### src/rtl/sdr_read_path_if.sv
// Read-path bundle: command strobes/config from the control path, DQ in, read stream out.
// The master drives commands and DQ; the read path (slave) returns words and BUSY.
interface sdr_read_path_if #(
  parameter int DSIZE = 16,
  parameter int IDW   = 2
);
  logic             RD_CMD;
  logic [IDW-1:0]   RD_ID;
  logic             BST_CMD;
  logic [2:0]       BL;
  logic [1:0]       CL;
  logic [DSIZE-1:0] DQIN;
  logic [DSIZE-1:0] RDATA;
  logic             RDATA_VALID;
  logic             RDATA_LAST;
  logic [IDW-1:0]   RDATA_ID;
  logic             BUSY;

  modport master (
    output RD_CMD, RD_ID, BST_CMD, BL, CL, DQIN,
    input  RDATA, RDATA_VALID, RDATA_LAST, RDATA_ID, BUSY
  );

  modport slave (
    input  RD_CMD, RD_ID, BST_CMD, BL, CL, DQIN,
    output RDATA, RDATA_VALID, RDATA_LAST, RDATA_ID, BUSY
  );
endinterface

### src/rtl/sdr_read_path.sv
// SDRAM read data path: delays READ/BST by CAS latency, captures DQ, emits tagged words.
// First word valid CL+1 clocks after RD_CMD; no back-pressure, host takes every valid word.
module sdr_read_path #(
  parameter int DSIZE = 16,
  parameter int IDW   = 2,
  parameter int PAGE  = 256
) (
  input logic            CLK,
  input logic            RESET_N,
  sdr_read_path_if.slave bus
);
  typedef struct packed {
    logic           rd;
    logic           bst;
    logic [IDW-1:0] id;
    logic [2:0]     bl;
  } cmd_t;

  typedef enum logic {IDLE = 1'b0, BURST = 1'b1} state_t;

  cmd_t [2:0]       dly;
  cmd_t             tap;
  state_t           state, state_nxt;
  logic [9:0]       cnt, cnt_nxt, len;
  logic             cap_en, cap_end;
  logic             cap_vld, cap_last;
  logic [DSIZE-1:0] cap_dat, out_dat;
  logic [IDW-1:0]   cap_id, cur_id, out_id;
  logic             out_vld, out_last;
  logic             dly_occ;

  assign tap = (bus.CL == 2'd3) ? dly[2] : dly[1];

  always_comb begin
    case (tap.bl)
      3'b001:  len = 10'd2;
      3'b010:  len = 10'd4;
      3'b011:  len = 10'd8;
      3'b111:  len = 10'(PAGE);
      default: len = 10'd1;
    endcase
  end

  // cnt holds the words still to be captured after the current edge
  always_comb begin
    state_nxt = state;
    cnt_nxt   = cnt;
    cap_en    = 1'b0;
    cap_end   = 1'b0;
    if (tap.rd) begin
      cap_en    = 1'b1;
      cap_end   = (len == 10'd1);
      cnt_nxt   = len - 10'd1;
      state_nxt = cap_end ? IDLE : BURST;
    end else if (state == BURST) begin
      if (tap.bst) begin
        state_nxt = IDLE;
        cnt_nxt   = '0;
      end else begin
        cap_en    = 1'b1;
        cap_end   = (cnt == 10'd1);
        cnt_nxt   = cnt - 10'd1;
        state_nxt = cap_end ? IDLE : BURST;
      end
    end
  end

  always_ff @(posedge CLK) begin
    if (!RESET_N) begin
      dly      <= '0;
      state    <= IDLE;
      cnt      <= '0;
      cur_id   <= '0;
      cap_vld  <= 1'b0;
      cap_last <= 1'b0;
      cap_dat  <= '0;
      cap_id   <= '0;
      out_vld  <= 1'b0;
      out_last <= 1'b0;
      out_dat  <= '0;
      out_id   <= '0;
    end else begin
      dly[0]   <= {bus.RD_CMD, bus.BST_CMD & ~bus.RD_CMD, bus.RD_ID, bus.BL};
      dly[2:1] <= dly[1:0];
      state    <= state_nxt;
      cnt      <= cnt_nxt;
      if (tap.rd) cur_id <= tap.id;
      cap_vld  <= cap_en;
      cap_last <= cap_end;
      if (cap_en) begin
        cap_dat <= bus.DQIN;
        cap_id  <= tap.rd ? tap.id : cur_id;
      end
      // a READ or BST at the tap now means the word held in capture closed its burst
      out_vld  <= cap_vld;
      out_last <= cap_vld & (cap_last | tap.rd | tap.bst);
      if (cap_vld) begin
        out_dat <= cap_dat;
        out_id  <= cap_id;
      end
    end
  end

  assign dly_occ = dly[0].rd | dly[0].bst | dly[1].rd | dly[1].bst | dly[2].rd | dly[2].bst;

  assign bus.RDATA       = out_dat;
  assign bus.RDATA_VALID = out_vld;
  assign bus.RDATA_LAST  = out_last;
  assign bus.RDATA_ID    = out_id;
  assign bus.BUSY        = dly_occ | (state == BURST) | cap_vld | out_vld;
endmodule

### src/flat_wrapper.sv
// flat-port wrapper written by rule: the top's interface ports become plain ports
module sdr_read_path_flat 
#(
  parameter int DSIZE = 16,
  parameter int IDW   = 2,
  parameter int PAGE  = 256
)
  (CLK, RESET_N, bus_RD_CMD, bus_RD_ID, bus_BST_CMD, bus_BL, bus_CL, bus_DQIN, bus_RDATA, bus_RDATA_VALID, bus_RDATA_LAST, bus_RDATA_ID, bus_BUSY);
  sdr_read_path_if #(.DSIZE(DSIZE), .IDW(IDW)) bus_i ();
  input logic CLK;
  input logic RESET_N;
  input wire logic [$bits(bus_i.RD_CMD)-1:0] bus_RD_CMD;
  input wire logic [$bits(bus_i.RD_ID)-1:0] bus_RD_ID;
  input wire logic [$bits(bus_i.BST_CMD)-1:0] bus_BST_CMD;
  input wire logic [$bits(bus_i.BL)-1:0] bus_BL;
  input wire logic [$bits(bus_i.CL)-1:0] bus_CL;
  input wire logic [$bits(bus_i.DQIN)-1:0] bus_DQIN;
  output wire logic [$bits(bus_i.RDATA)-1:0] bus_RDATA;
  output wire logic [$bits(bus_i.RDATA_VALID)-1:0] bus_RDATA_VALID;
  output wire logic [$bits(bus_i.RDATA_LAST)-1:0] bus_RDATA_LAST;
  output wire logic [$bits(bus_i.RDATA_ID)-1:0] bus_RDATA_ID;
  output wire logic [$bits(bus_i.BUSY)-1:0] bus_BUSY;
  assign bus_i.RD_CMD = bus_RD_CMD;
  assign bus_i.RD_ID = bus_RD_ID;
  assign bus_i.BST_CMD = bus_BST_CMD;
  assign bus_i.BL = bus_BL;
  assign bus_i.CL = bus_CL;
  assign bus_i.DQIN = bus_DQIN;
  assign bus_RDATA = bus_i.RDATA;
  assign bus_RDATA_VALID = bus_i.RDATA_VALID;
  assign bus_RDATA_LAST = bus_i.RDATA_LAST;
  assign bus_RDATA_ID = bus_i.RDATA_ID;
  assign bus_BUSY = bus_i.BUSY;
  sdr_read_path #(.DSIZE(DSIZE), .IDW(IDW), .PAGE(PAGE)) u_core (.CLK(CLK), .RESET_N(RESET_N), .bus(bus_i));
endmodule
### config.mk
export PLATFORM = sky130hd
export DESIGN_NAME = sdr_read_path_flat
export DESIGN_NICKNAME = d
export VERILOG_FILES = /design/src/rtl/sdr_read_path_if.sv /design/src/rtl/sdr_read_path.sv /design/src/flat_wrapper.sv
export SDC_FILE = /design/constraint.sdc
export NUM_CORES = 1
export LEC_CHECK = 0
export CORE_ASPECT_RATIO = 1.25
export CORE_MARGIN = 4
export CORE_UTILIZATION = 36
export CTS_CLUSTER_DIAMETER = 50
export DETAILED_ROUTE_END_ITERATION = 8
export PLACE_DENSITY_LB_ADDON = 0.05
export SYNTH_ARGS = -nofsm -noshare
export SYNTH_HDL_FRONTEND = slang
export SYNTH_SLANG_ARGS = --single-unit
### constraint.sdc
create_clock -name CLK -period 1.8 [get_ports CLK]
set_clock_uncertainty 0.1 [all_clocks]
set_input_delay 0.45 -clock CLK [delete_from_list [all_inputs] [get_ports CLK]]
set_output_delay 0.45 -clock CLK [all_outputs]
set_load 0.1 [all_outputs]
* Yosys cells after proc, flatten, opt, wreduce, memory -nomap -nowiden *
Index checks and enable logic that the tools add are counted.
Widths: inputs -> output; s select.

storage, ports and cells
  flip-flop bits (word level) = 74
  bits in latches = 0
  RAM bits = 0
  bits in read-only memories = 0
  bits of input ports = 27
  output and inout port bits = 21
  memories kept = 0

operators by class
  add/sub/neg operators = 2
  $mul = 0
  div/mod/pow operators = 0
  $lt $le $gt $ge = 0
  equal/unequal tests = 7
  shifts and indexed selects = 0
  muxes and demuxes = 17
  bitwise gates (word level) = 13
  reduce and logical (&&, ||, !) cells = 1

operators with widths
  cell                   number
  $pmux 9 s4             1
  $mux 10                3
  $mux 1                 11
  $eq 10x1->1 const B    1
  $or 1x1->1             10
  $sub 10x1->10 const B  1
  $sub 9x1->10 const B   1
  $eq 9x1->1 const B     1
  $mux 7                 1
  $eq 3x2->1 const B     2
  $eq 3x1->1 const B     1
  $eq 3x3->1 const B     1
  $and 1x1->1            2
  $eq 2x2->1 const B     1
  $mux 2                 1
  $reduce_bool 2->1      1
  $not 1->1              1

* Depth between registers and ports, before layout *
Gate-level depths: netlist (run 1).

  word-level depth = 8
  mapped depth = 8
  mapped depth without buffers = 6

* Worst setup path before layout (run 1) *
Ideal clock, no wire load.

  path kind = reg2out
  start point = register u_core.out_vld, in the netlist u_core.bus.RDATA_VALID
  end point = output port bus_BUSY
  arrival = 1.738 ns
  required time = 1.250 ns
  setup slack = -0.488 ns
  cell stages (with the launch flop) = 3
  buffers on the path = 0
  cell sequence = dfxtp_1 > nor3_1 > nand3_1

between the ends
  cells in the longest elaborated chain, start to end = 1

RTL lines
  what                    RTL line              RTL
  from (decl)             sdr_read_path.sv:29   logic out_vld, out_last;
  from (signal assigned)  sdr_read_path.sv:95   out_vld <= cap_vld;
  $or 1x1->1              sdr_read_path.sv:110  assign bus.BUSY = dly_occ | (state == BURST) | cap_vld | out_vld;
  to (decl)               flat_wrapper.sv:22    output wire logic [$bits(bus_i.BUSY)-1:0] bus_BUSY;

No other way between the ends.

* Final worst setup path (run 1) *
  start point = register u_core.dly[12] (netlist name)
  end point = output port bus_BUSY

between the ends
  cells in the longest elaborated chain, start to end = 6

RTL lines
  what                      RTL line              RTL
  from (decl)               sdr_read_path.sv:21   cmd_t [2:0] dly;
  $or 1x1->1 (3 in series)  sdr_read_path.sv:104  assign dly_occ = dly[0].rd | dly[0].bst | dly[1].rd | dly[1].bst | dly[2].rd | dly[2].bst;
  $or 1x1->1 (3 in series)  sdr_read_path.sv:110

No other way between the ends.

==> results of run 1 <==
## timing repair
| item | CTS | global route |
|---|---|---|
| endpoints found under the setup margin | 34 | 9 |
| hold buffers | 0 | 0 |
| resized for setup | 10 | 10 |
| pin swaps | 0 | 3 |
| buffers inserted | 0 | 0 |
## state kept, by name, summed over array words and instances (netlist names)
name,count
u_core.bus.RDATA,16
u_core.dly,21
u_core.cnt,10
u_core.cap_id,2
u_core.state,1
u_core.cap_last,1
u_core.cap_dat,16
u_core.bus.RDATA_LAST,1
u_core.bus.RDATA_ID,2
u_core.bus.RDATA_VALID,1
u_core.cur_id,2
u_core.cap_vld,1
## final cells by class
type                       instances  area, µm²
tap                               92      115.1
multi-input combinational        187       1309
sequential                        74       1486
fill                             677       3486
inverter                           3      11.26
timing repair buffer              70      877.1
clock inverter                     5      62.56
clock buffer                      11      141.4
## metrics by stage
stage	TNS [ns]	area (µm²)
global route	-0.09717	4003
floorplan	-0.03650	2841
global placement	-17.23	3765
finish	-0.02877	4003
CTS	-0.06400	3990
detailed placement	-18.20	3765
## cell usage after synthesis, types with 2 or more instances
cell type | instances | share of area [%]
dfxtp_1 | 74 | 53
nor2_1 | 44 | 5.9
mux2i_1 | 38 | 13
and2_1 | 25 | 5.6
nand2_1 | 11 | 1.5
clkbuf_1 | 9 | 1.2
a21oi_1 | 7 | 1.2
o21ai_0 | 7 | 1.2
mux2_2 | 5 | 2.0
o21a_1 | 5 | 1.3
a211oi_1 | 3 | 0.80
a21boi_0 | 3 | 0.80
nand3_1 | 3 | 0.53
nand4_1 | 3 | 0.67
nor3_1 | 3 | 0.53
ha_1 | 2 | 0.89
inv_1 | 2 | 0.27
nor4_1 | 2 | 0.44
o21ai_1 | 2 | 0.36
o22ai_1 | 2 | 0.44
o31a_2 | 2 | 0.71
o31ai_1 | 2 | 0.53
## power groups by stage
stage	Clock, mW	Combinational [mW]	Sequential [mW]
floorplan	0	0.238	1.76
global placement	0	0.426	1.75
detailed placement	0	0.428	1.75
CTS	1.34	0.432	1.71
global route	1.41	0.467	1.72
finish	1.30	0.429	1.72
## worst max-delay path by stage
stage	cells past startpoint	slack [ns]	end
detailed placement	6	-0.62	u_core.cnt[0]
floorplan	3	-0.04	bus_BUSY
global placement	6	-0.59	u_core.cnt[0]
finish	3	-0.03	bus_BUSY
CTS	3	-0.06	bus_BUSY
global route	4	-0.1	bus_BUSY
## critical path, cell delays in order, from the launching register on
cell,delay [ns]
dfxtp_2,0.36
nor4_4,0.30
nand3_4,0.11
buf_12,0.18
## layer usage
| metal | vias up | track usage (%) |
|---|---|---|
| met2 | 38 | 21.77 |
| met1 | 984 | 16.56 |
| li1 | 1096 | - |
| met3 | 8 | 3.382 |
| met5 | - | 0 |
| met4 | 0 | 7.127 |
## cells in the final DEF (no fill, tap or decap), types with 2 or more instances in the layout
master,Yosys,routed
dfxtp_1,74,70
nor2_1,44,44
mux2i_1,38,38
and2_1,25,24
clkdlybuf4s50_1,0,24
buf_12,0,23
buf_4,0,20
nand2_1,11,11
clkbuf_8,0,10
a21oi_1,7,6
o21ai_0,7,6
o21a_1,5,5
mux2_2,5,5
dfxtp_2,0,4
a211oi_2,0,3
o21ai_1,2,3
nand4_1,3,3
a21boi_1,0,3
inv_1,2,2
nor3_1,3,2
o22ai_1,2,2
o31ai_1,2,2
nand3_1,3,2
o31a_2,2,2
ha_1,2,2
clkinvlp_4,0,2
## cells by family (layout without fill, tap and decap cells)
group                    count (synthesis)  count (layout)  share of synthesized area, %
adder cells (fa/ha/maj)                  2               2                        0.8880
AO/OA/AOI/OAI                           40              40                         9.547
AND/OR/NAND/NOR                        102             102                         18.61
buffers and inverters                   16              89                         2.886
flip-flops                              74              74                         52.58
multiplexers                            43              43                         15.50
==> impl_metrics.csv, run 1 <==
group,metric,value,unit
status,status,"finished, violations left",
status,violations,"setup timing",
placed_design,dp_slack,-0.6202,ns
layout,nets,374,
cts,cts_buffers,9,
floorplanning,core,7488,µm²
synthesis,syn_inst,277,
layout,fin_util,53.45,%
floorplanning,boundaryPins,48,
global_routing,antenna_found_initial,0,
timing,fin_crit,1.829,ns
synthesis,ys_async_sr_fraction,0,%
layout,post_layout_nonfiller_instances,442,
pwr,power.leakage,1.664,nW
floorplanning,fp.dieW,87.13,µm
timing,max_freq,0.5468,GHz
synthesis,syn_area_per_cell,10.17,µm²
routing,num_vias,2126,
global_routing,overflow,0,
timing,worst_pin_slew,0.3821,ns
timing,slew-limit-headroom,74.35,%
global_routing,grt_pass1_wl,9.936,mm
floorplanning,start_util,37.63,%
pwr,comb_power_share,12.5,%
routing,first_iter_violations,53,
placed_design,gp_congestion,0.7772,
cts,cts.path.max_buffers,2,
hold_path,worstHoldEndpoint,"u_core.dly[7]",
global_routing,grt_max_degree,45,
routing,drc,0,
hold_path,whs_path_depth,1,
cts,cts.sinks,74,
setup_path,r2r-start,"u_core.cnt[5]",
routing,highest_layer,"met4",
hold_path,hold_start,"u_core.dly[0]",
routing,viasPerCell,4.810,
setup_path,arrival,1.28,ns
pwr,irDropWorstVdd,0.0005200,V
timing,post-route-period-util,101.6,%
placed_design,dp_hpwl,4.200,mm
timing,rsz0062_at_grt,"true",
cts,clock-root-buffer,"clkbuf_8",
global_routing,grt_pass1_vias,2146,
cts,tritoncts,"built",
floorplanning,die_y,106.9,µm
hold_path,min_path_type,"reg -> reg",
timing,setup_viol,1,
synthesis,synth_seq_cells,74,
pwr,switchingPower,0.8480,mW
routing,ant_nets,0,
layout,syn_to_final_growth,42.05,%
pwr,seqPwrFrac,49.8,%
setup_path,path_max_fanout,4,
timing,finalHoldViolCount,0,
placed_design,port_buffers,47,
cts,path_clk_slew,0.08,ns
setup_path,worstSetupStartpointType,"flip-flop",
synthesis,synth_nets,306,
setup_path,cp-startpoint,"u_core.dly[12]",
routing,drt_pass1_iterations,4,
placed_design,placed_cells,426,
setup_path,reg2regPathDepth,4,
routing,wl_per_cell,13.52,µm
setup_path,r2r_end,"u_core.cnt[9]",
cts,h-tree-depth,3,
layout,drive_gt1_share,24.57,%
pwr,intPower,2.595,mW
pwr,p_clk_share,37.7,%
setup_path,rrSetupSlack,0.06,ns
setup_path,crit_required,1.25,ns
flow_run,drv_cap,0,
global_routing,grtUsageTotal,13.57,%
synthesis,synth.distinct_cells,45,
synthesis,synth_edf_count,0,
pwr,p_sw_share,24.63,%
synthesis,netlist_area,2818,µm²
floorplanning,row_count,35,
synthesis,ys_seq_area_share,52.58,%
timing,hold_ws,0.3365,ns
setup_path,worstSetupEndpointType,"primary output",
setup_path,worstSetupPathType,"reg -> out",
routing,wl_met1,2.690,mm
routing,wl_met2,2.902,mm
cts,clock_latency,0.33,ns
timing,maxSlewViolCount,0,
layout,antenna_cells,0,
synthesis,ys_warn_count,0,
timing,setup_ws,-0.02877,ns
synthesis,synth_top_flop_cell,"dfxtp_1",
pwr,power_density,860.1,nW/µm²
floorplanning,dieArea,9316,µm²
routing,dr_wl_met3,279,µm
pwr,total_power,3.443,mW
routing,routed_wl,5.976,mm
Power figures use the tool's default switching activity.
==> run 2: changes to the inputs <==
--- a/config.mk
+++ b/config.mk
@@ -6,7 +6,7 @@
 export NUM_CORES = 1
 export LEC_CHECK = 0
 export CORE_ASPECT_RATIO = 1.25
-export CORE_MARGIN = 4
+export CORE_MARGIN = 2
 export CORE_UTILIZATION = 36
 export CTS_CLUSTER_DIAMETER = 50
 export DETAILED_ROUTE_END_ITERATION = 8
==> run 2 against run 1 <==
The flow still finishes with violations (setup timing); wire length up 3.2%; combinational power is 13% higher; sequential power about the same; non-clock buffer count rose by 11; sequential share of layout area is 1.6 points lower; total power is 2.1% higher; first-iteration DRC count is 1.9% higher; critical endpoint unchanged.
==> impl_metrics.csv, run 2 (synthesis gave the netlist of run 1 again) <==
group,metric,value,unit
cts,cts_buffers,9,
setup_path,worstSetupEndpointType,"primary output",
floorplanning,die_y,102.9,µm
setup_path,worstSetupPathType,"reg -> out",
global_routing,grt_use_met1,18.54,%
pwr,switchingPower,0.8857,mW
floorplanning,dieArea,8555,µm²
timing,setup_ws,-0.1252,ns
global_routing,grtUsageTotal,15.76,%
layout,syn_to_final_growth,48.18,%
cts,cts.sinks,74,
setup_path,path_max_fanout,2,
placed_design,port_buffers,47,
global_routing,gr-usage-met2,27.61,%
routing,drc,0,
global_routing,top_usage_layer,"met2",
timing,max_freq,0.5194,GHz
hold_path,hold_start,"u_core.dly[4]",
hold_path,whs_path_depth,1,
placed_design,placed_cells,431,
pwr,total_power,3.515,mW
routing,drt_pass1_iterations,4,
setup_path,arrival,1.38,ns
cts,tritoncts,"built",
pwr,comb_power_share,13.8,%
setup_path,crit_required,1.25,ns
layout,nets,385,
floorplanning,core,7702,µm²
cts,clock-root-buffer,"clkbuf_8",
global_routing,grt_max_degree,27,
global_routing,grt_pass1_wl,10.73,mm
floorplanning,row_count,36,
timing,finalHoldViolCount,0,
flow_run,drv_cap,0,
pwr,power.leakage,1.763,nW
cts,clock_latency,0.34,ns
status,status,"finished, violations left",
global_routing,use_met3,3.203,%
layout,fin_util,54.21,%
cts,path_clk_slew,0.08,ns
status,violations,"setup timing",
pwr,intPower,2.630,mW
global_routing,antenna_found_initial,0,
layout,post_layout_nonfiller_instances,456,
setup_path,r2r_end,"u_core.cnt[8]",
hold_path,worstHoldEndpoint,"u_core.dly[11]",
global_routing,overflow,0,
routing,routed_wl,6.167,mm
layout,mostFrequentLayoutCells,"dfxtp_1, nor2_1, mux2i_1",
setup_path,rrSetupSlack,0.01,ns
timing,rsz0062_at_grt,"true",
pwr,seqPwrFrac,48.8,%
routing,num_vias,2164,
routing,wl_per_cell,13.52,µm
layout,antenna_cells,0,
layout,finish.instance_area,4175,µm²
timing,maxSlewViolCount,0,
layout,largest_reg_flops,21,
hold_path,min_path_type,"reg -> reg",
placed_design,gp_congestion,0.8211,
layout,final_common_cell,"dfxtp_1",
cts,cts_hold_buf,0,
floorplanning,fp.dieW,83.13,µm
placed_design,place_area,3809,µm²
pwr,power_density,841.9,nW/µm²
timing,slew-limit-headroom,74.38,%
layout,drive_gt1_share,27.15,%
global_routing,grt_pass1_vias,2303,
timing,post-route-period-util,107.0,%
timing,worst_pin_slew,0.3817,ns
setup_path,worstSetupStartpointType,"flip-flop",
setup_path,r2r-start,"u_core.dly[13]",
floorplanning,boundaryPins,48,
timing,fin_crit,1.925,ns
layout,largest-register,"u_core.dly",
setup_path,reg2regPathDepth,8,
routing,first_iter_violations,54,
timing,setup_viol,1,
placed_design,dp_slack,-0.6006,ns
routing,viasPerCell,4.746,
pwr,irDropWorstVdd,0.0004776,V
pwr,p_clk_share,37.5,%
floorplanning,start_util,36.58,%
placed_design,dp_hpwl,4.132,mm
cts,cts.path.max_buffers,2,
pwr,p_sw_share,25.20,%
routing,ant_nets,0,
cts,h-tree-depth,3,
[run 2: layer usage]
| metal | vias up | routed length, µm |
|---|---|---|
| li1 | 1118 | - |
| met1 | 993 | 2785 |
| met2 | 43 | 3000 |
| met3 | 10 | 272 |
| met4 | 0 | 107 |
| met5 | - | 0 |
[run 2: worst max-delay path by stage]
stage                         startpoint             to
after detailed placement       bus_CL[0]  u_core.cnt[1]
final                     u_core.dly[13]       bus_BUSY
after global routing      u_core.dly[13]       bus_BUSY
after global placement         bus_CL[0]  u_core.cnt[8]
after floorplan           u_core.cap_vld       bus_BUSY
after CTS                 u_core.dly[13]       bus_BUSY
[run 2: layout make-up]
type	count	area, µm²
inverter	3	11.26
clock inverter	6	65.06
fill	683	3527
timing repair buffer	81	1020
multi-input combinational	187	1339
clock buffer	10	137.6
sequential	74	1484
tap	95	118.9
[run 2: per-stage QoR]
stage	setup TNS [ns]	hold slack [ns]
floorplan	-0.03650	0.3119
global placement	-17.57	0.3148
detailed placement	-17.49	0.3228
CTS	-0.1566	0.3417
global route	-0.4297	0.3737
finish	-0.1252	0.3362
[run 2: worst max-delay path: stages (launching register included)]
cell and delay, ns:
dfxtp_2 0.33, buf_6 0.11, nor4_4 0.30, nand3_4 0.11, buf_12 0.18
[run 2: repair_timing]
action                     4_1_cts  5_1_grt
hold endpoints to repair         0        0
gates resized for setup         18       10
setup endpoints to repair       34       22
buffers inserted                 7        1
pin swaps                        2        2
gates cloned                     2        0
[run 2: power by group through the flow]
stage                     logic, mW  registers [mW]  clock network [mW]
after floorplan               0.238            1.76                   0
after CTS                     0.486            1.71                1.37
after global routing          0.526            1.72                1.42
final                         0.484            1.71                1.32
after detailed placement      0.440            1.75                   0
after global placement        0.441            1.75                   0
==> run 3: changes to the inputs <==
--- a/config.mk
+++ b/config.mk
@@ -10,6 +10,7 @@
 export CORE_UTILIZATION = 36
 export CTS_CLUSTER_DIAMETER = 50
 export DETAILED_ROUTE_END_ITERATION = 8
+export GPL_TIMING_DRIVEN = 0
 export PLACE_DENSITY_LB_ADDON = 0.05
 export SYNTH_ARGS = -nofsm -noshare
 export SYNTH_HDL_FRONTEND = slang
==> run 3 against run 2 <==
The flow still finishes with violations (setup timing); hold slack about the same; register-to-register slack improved by 0.03 ns; worst setup slack improved by 0.043 ns; clock power up 11%; global-route usage decreased by 0.85 points.
==> impl_metrics.csv, run 3 (synthesis gave the netlist of run 1 again) <==
group,metric,value,unit
timing,finalHoldViolCount,0,
setup_path,cp_num_buf_inv,1,
global_routing,grt_pass1_vias,2035,
setup_path,arrival,1.33,ns
routing,ant_nets,0,
cts,path_clk_slew,0.08,ns
floorplanning,fp.dieW,83.13,µm
floorplanning,row_count,36,
pwr,total_power,3.575,mW
layout,largest-register,"u_core.dly",
setup_path,cp_cell_sequence,"nor4_4, nand3_4, buf_6",
cts,clock_latency,0.34,ns
setup_path,worstSetupStartpointType,"flip-flop",
cts,cts.sinks,74,
timing,max_freq,0.5314,GHz
timing,post-route-period-util,104.5,%
setup_path,slowest_delay,0.38,ns
global_routing,grtUsageTotal,14.91,%
floorplanning,die_y,102.9,µm
routing,first_iter_violations,67,
layout,syn_to_final_growth,31.48,%
placed_design,port_buffers,47,
setup_path,cp_top_family,"simple AND/OR/NAND/NOR gates",
setup_path,worstSetupPathType,"reg -> out",
routing,num_vias,2119,
layout,ff_latch_area,1490,µm²
routing,drt_pass1_iterations,4,
flow_run,drv_cap,0,
layout,nFillCells,742,
floorplanning,start_util,36.58,%
timing,rsz0062_at_grt,"true",
hold_path,min_path_type,"reg -> reg",
setup_path,slowest_stage,"dfxtp_4",
placed_design,dp_hpwl,4.098,mm
placed_design,gp_congestion,0.8218,
global_routing,antenna_found_initial,0,
status,status,"finished, violations left",
timing,worst_pin_slew,0.7841,ns
setup_path,path_max_fanout,6,
setup_path,crit_required,1.25,ns
timing,setup_viol,1,
cts,clock-root-buffer,"clkbuf_8",
timing,hold_ws,0.3357,ns
layout,final_common_cell,"dfxtp_1",
floorplanning,boundaryPins,48,
placed_design,place_area,3431,µm²
global_routing,grt_max_degree,14,
global_routing,overflow,0,
status,violations,"setup timing",
layout,mostFrequentLayoutCells,"dfxtp_1, nor2_1, mux2i_1",
timing,setup_ws,-0.08176,ns
layout,largest_reg_flops,21,
layout,finish.instance_area,3705,µm²
timing,maxSlewViolCount,0,
pwr,power.leakage,1.551,nW
pwr,irDropWorstVdd,0.0006173,V
timing,slew-limit-headroom,47.72,%
cts,cts.path.max_buffers,2,
global_routing,grt_pass1_wl,9.970,mm
routing,wl_per_cell,13.91,µm
routing,routed_wl,6.094,mm
setup_path,worstSetupEndpointType,"primary output",
timing,tns,-0.08176,ns
layout,antenna_cells,0,
routing,viasPerCell,4.838,
floorplanning,core,7702,µm²
cts,tritoncts,"built",
layout,drive_gt1_share,22.16,%
timing,fin_crit,1.882,ns
cts,cts_hold_buf,0,
floorplanning,dieArea,8555,µm²
pwr,power_density,965.1,nW/µm²
layout,fin_util,48.10,%
layout,nets,367,
cts,cts_buffers,9,
cts,h-tree-depth,3,
layout,multi_input_area,1330,µm²
routing,drc,0,
[run 3: metal layers]
layer	share of wire, %	track usage [%]	wire (µm)
met5	0	0	0
met4	2.2	8.449	133
met3	4.1	3.443	252
met2	47	24.01	2840
met1	47	18.60	2868
[run 3: what timing repair did]
item,4_1_cts,5_1_grt
endpoints found under the setup margin,54,33
pin swaps,2,2
resized for setup,108,20
buffers inserted,2,2
[run 3: through the flow]
| stage | cells | worst slack, ns |
|---|---|---|
| after floorplan | 277 | -0.03650 |
| after global placement | 419 | -1.073 |
| after detailed placement | 419 | -1.071 |
| after CTS | 437 | -0.1156 |
| after global routing | 438 | -0.1444 |
| final | 438 | -0.08176 |
[run 3: where the power goes]
part	internal, mW	switching (mW)
clock	0.821	0.635
combinational	0.196	0.207
sequential	1.69	0.0314
total	2.70	0.873
[run 3: final timing paths]
path / startpoint / endpoint / slack (ns) / cells past startpoint
setup / recovery: u_core.dly[13] / bus_BUSY / -0.08 / 3
hold / removal: u_core.dly[1] / u_core.dly[8] / 0.34 / 1
setup reg to reg: u_core.cnt[5] / u_core.cnt[9] / 0.04 / 4
hold reg to reg: u_core.dly[1] / u_core.dly[8] / 0.34 / 1
[run 3: final cells by class]
| class | instances | share of cell area (%) |
|---|---|---|
| flip-flops and latches | 74 | 40.22 |
| multi-input cells | 187 | 35.90 |
| repair buffers | 51 | 12.09 |
| plain buffers | 12 | 2.161 |
| clock inverters | 6 | 2.398 |
| clock buffers | 10 | 3.715 |
| inverters | 3 | 0.3040 |
| well taps | 95 | 3.208 |
==> RTL edit 1: new RTL, config.mk and constraints of run 1 <==
`DSIZE` is set to 16 in 3 places; all go to 32.
--- a/src/rtl/sdr_read_path_if.sv
+++ b/src/rtl/sdr_read_path_if.sv
@@ -1,7 +1,7 @@
 // Read-path bundle: command strobes/config from the control path, DQ in, read stream out.
 // The master drives commands and DQ; the read path (slave) returns words and BUSY.
 interface sdr_read_path_if #(
-  parameter int DSIZE = 16,
+  parameter int DSIZE = 32,
   parameter int IDW   = 2
 );
   logic             RD_CMD;
--- a/src/rtl/sdr_read_path.sv
+++ b/src/rtl/sdr_read_path.sv
@@ -1,7 +1,7 @@
 // SDRAM read data path: delays READ/BST by CAS latency, captures DQ, emits tagged words.
 // First word valid CL+1 clocks after RD_CMD; no back-pressure, host takes every valid word.
 module sdr_read_path #(
-  parameter int DSIZE = 16,
+  parameter int DSIZE = 32,
   parameter int IDW   = 2,
   parameter int PAGE  = 256
 ) (
--- a/src/flat_wrapper.sv
+++ b/src/flat_wrapper.sv
@@ -1,7 +1,7 @@
 // flat-port wrapper written by rule: the top's interface ports become plain ports
 module sdr_read_path_flat 
 #(
-  parameter int DSIZE = 16,
+  parameter int DSIZE = 32,
   parameter int IDW   = 2,
   parameter int PAGE  = 256
 )
Ports: changed (resized bus_DQIN and bus_RDATA); port bits go from 48 to 80. The function was not compared with the original's and may differ.
==> RTL edit 1 against run 1 <==
The run still ends with negative setup slack left; wire length grew 55%; setup slack worse by 0.029 ns; total power grew 42%; design area increased by 52%; largest power group unchanged; non-clock buffer count increased by 35; sequential cell count is 32 higher; critical path type unchanged; synthesized cell count up 53%; synthesized area grew 52%.
==> RTL edit 1: results (changes against run 1) <==
dpl cell area=0.00576 mm² (+53%); final setup margin=-0.0581 ns (-0.0294 ns); layout cells sized above 1=25.5% (+0.96 points); mux share of post-synthesis cell area=8.26% (-7.2 points); NonClk Buf Share=23.7% (+1.8 points); Synth Area in Adders=0.583% (-0.30 points); Lkg Pwr=2.17 nW (+31%); status=finished, violations left; Avg WL per Cell=13.6 µm (+0.74%); Post-Place Setup Slack=-0.509 ns (+0.111 ns); ranking of synthesized cells by area=dfxtp_1 49%, mux2i_1 7.9%, a21boi_2 7.4%, nand2_1 6.5%, nor2b_1 5.1%; Seq/Total Area, Yosys=49.5% (-3.1 points); Hold Slack=0.326 ns (-0.0101 ns); final-report setup violation count=1 (unchanged); hold path start=u_core.dly[1]; hold path endpoint=u_core.dly[8]; Cell Area, Synth=0.00429 mm² (+52%); Setup crit start=u_core.dly[13]; register area=0.00213 mm² (+43%); inverters=4 (+1); Synth top cells by count=106 x dfxtp_1, 74 x nand2_1, 35 x nor2b_1, 34 x mux2i_1, 28 x a21boi_2; violated checks=negative setup slack; Yosys cell types=52 (+16%); via count=3171 (+49%); total track usage=14.0% (+0.45 points); Slew headroom=56.6% (-18 points); pin count of the biggest net entering global routing=55 (+22%); # Post-CTS Setup Buffers=1 (+1); Worst R2R Start=u_core.dly[13]; Placed Instances=664 (+56%); CTS root buf=clkbuf_16
-- RTL edit 1: cell count changes after synthesis, moves of 4 or more --
| cell | run 1 | this run |
|---|---|---|
| a21boi_1 | 0 | 6 |
| buf_6 | 1 | 7 |
| nand2_1 | 11 | 74 |
| nor2b_1 | 0 | 35 |
| a21boi_2 | 1 | 28 |
| nor2_1 | 44 | 7 |
| mux2_2 | 5 | 0 |
| dfxtp_1 | 74 | 106 |
| buf_2 | 1 | 6 |
| o21ai_0 | 7 | 13 |
| mux2i_1 | 38 | 34 |
-- RTL edit 1: power by group through the flow --
| stage | Clock, mW | Sequential [mW] | Combinational [mW] |
|---|---|---|---|
| after detailed placement | 0 | 2.52 | 0.606 |
| after global routing | 1.95 | 2.47 | 0.669 |
| final | 1.80 | 2.46 | 0.614 |
| after global placement | 0 | 2.51 | 0.600 |
| after floorplan | 0 | 2.53 | 0.347 |
| after CTS | 1.88 | 2.46 | 0.623 |
==> RTL edit 2: new RTL, config.mk and constraints of run 1 <==
Without the edit above. Reset style: asynchronous (`RESET_N`), changed in one clocked block.
--- a/src/rtl/sdr_read_path.sv
+++ b/src/rtl/sdr_read_path.sv
@@ -65,7 +65,7 @@
     end
   end
 
-  always_ff @(posedge CLK) begin
+  always_ff @(posedge CLK or negedge RESET_N) begin
     if (!RESET_N) begin
       dly      <= '0;
       state    <= IDLE;
Check against the original RTL: differs if RESET_N is asserted again (counterexample within 4 cycles, from zero or initial values and one cycle with RESET_N low); with RESET_N held inactive, the same outputs for 10 cycles.
==> RTL edit 2 against run 1 <==
The run ends with negative hold slack, negative setup slack left; setup slack got worse by 0.085 ns; wire length rose by 1.0%; critical path type unchanged; count of clock-buffer cells in the layout fell by 1; sequential cell count unchanged; design area is 6.8% higher; synthesized area increased by 5.5%; via count fell by 7.0%.
Power is not compared: it rests on default switching activity, and its combinational part moved more than twofold at a synthesized area within 25%.
==> RTL edit 2: results (changes against run 1) <==
status=finished, violations left; violated checks=negative hold slack, negative setup slack; WP data arrival=1.36 ns (+0.08 ns); VDD IR max=0.000789 V; Placed Instances=372 (-13%); mux share of post-synthesis cell area=15.8% (+0.29 points); RePlAce Congestion=0.837 (+7.7%); worst min-delay path class=input port to async pin; met1 WL=2480 µm (-7.8%); vias in the first global route=2128 (-0.84%); Avg WL per Cell=15.5 µm (+14%); final-report setup violation count=1 (unchanged); worst reg2reg path endpoint=u_core.cap_id[0]; Setup crit start=u_core.cap_vld; layout cells sized above 1=41.0% (+16 points); fill count=690 (+1.9%); via count=1977 (-7.0%); DP HPWL=4200 µm (about the same); Seq/Total Area, Yosys=62.3% (+9.7 points); Worst R2R Start=u_core.dly[20]; post_cts resized=3 (-7); Yosys cell types=45 (unchanged); pin count of the biggest net entering global routing=75 (+67%); Final Hold Viols=5 (+5); final setup margin=-0.114 ns (-0.0850 ns); dpl cell area=0.00398 mm² (+5.6%); Compound-Gate Fraction of Synth Area=10.2% (+0.68 points); Slowest-stage cell, CP=dfrtp_1; CP peak stage delay=0.41 ns (+0.05 ns); Net Count, Synth=239 (-22%); Synth Area in Adders=0.842% (-0.046 points); WL met3=267 µm (-4.3%); Synth Flop Type=dfrtp_1; first-pass GRT wire length=10100 µm (+1.7%); Mapped Cells=210 (-24%); Slew headroom=71.8% (-2.5 points); Synth top cells by count=74 x dfrtp_1, 27 x mux2_2, 10 x inv_1, 9 x mux2_4, 9 x o21ai_0; Post-Place Setup Slack=-0.506 ns (+0.115 ns); r2r worst-path depth=5 (+1); # nets final=319 (-15%); ranking of synthesized cells by area=dfrtp_1 62%, mux2_2 10%, mux2_4 4.5%, o21ai_0 1.5%, inv_1 1.3%; Crit Path Max Fanout=2 (-2); Iteration-0 DRC Markers=76 (+43%); vias per cell=5.07 (+5.4%); Hold Slack=-0.00709 ns (-0.344 ns); async set-reset flop share out of synthesis=100% (+100 points); # Post-CTS Setup Buffers=1 (+1); worst setup path endpoint=bus_BUSY; met2 wire len=3180 µm (+9.4%)
==> RTL edit 2: worst min path at each step <==
stage / endpoint / slack [ns] / depth (start not counted)
after floorplan: u_core.bus.RDATA[0] / 0.05 / 0
after global placement: u_core.dly[11] / 0.23 / 0
after detailed placement: u_core.dly[11] / 0.23 / 0
after CTS: u_core.dly[15] / 0.01 / 2
after global routing: u_core.cnt[5] / 0.01 / 2
final: u_core.dly[15] / -0.007 / 2
==> RTL edit 2: critical path, delay by kind of cell (launching register included) <==
family,cells,cell delay [ns]
AND/OR/NAND/NOR,2,0.43
flip-flops,1,0.41
buffers and inverters,1,0.18
==> RTL edit 2: logic make-up after synthesis <==
logic type / count (synthesis)
and+or+nand+nor: 37
adders and majority gates: 2
DFF: 74
muxes: 39
buffers and inverters: 17
AOI/OAI and AO/OA: 41
==> RTL edit 2: where the power goes <==
group	switching [mW]	total (mW)	internal, mW
Clock	0.629	1.59	0.964
Sequential	0.255	2.20	1.94
Combinational	1.37	2.34	0.966
Total	2.26	6.13	3.87
==> RTL edit 2: per-stage QoR <==
stage | power [mW] | TNS (ns) | util [%]
after floorplan | 3.59 | 0 | -
after global placement | 4.54 | -13.73 | 50.2
after detailed placement | 4.56 | -14.57 | 50.2
after CTS | 6.19 | -0.162 | 53.5
after global routing | 6.40 | -0.179 | 53.9
final | 6.13 | -0.114 | 53.9
==> RTL edit 2: final cells by class <==
class,count,share of cell area (%)
flip-flops and latches,74,43.4
clock inverters,6,2.63
well taps,95,2.78
multi-input cells,119,25.4
repair buffers,76,21.7
inverters,10,0.878
clock buffers,10,3.22
==> RTL edit 2: metal layers <==
layer	GRT usage, %	up-vias
met5	0	-
met4	7.45	0
met3	3.45	11
met2	22.0	45
met1	16.5	991
li1	-	930
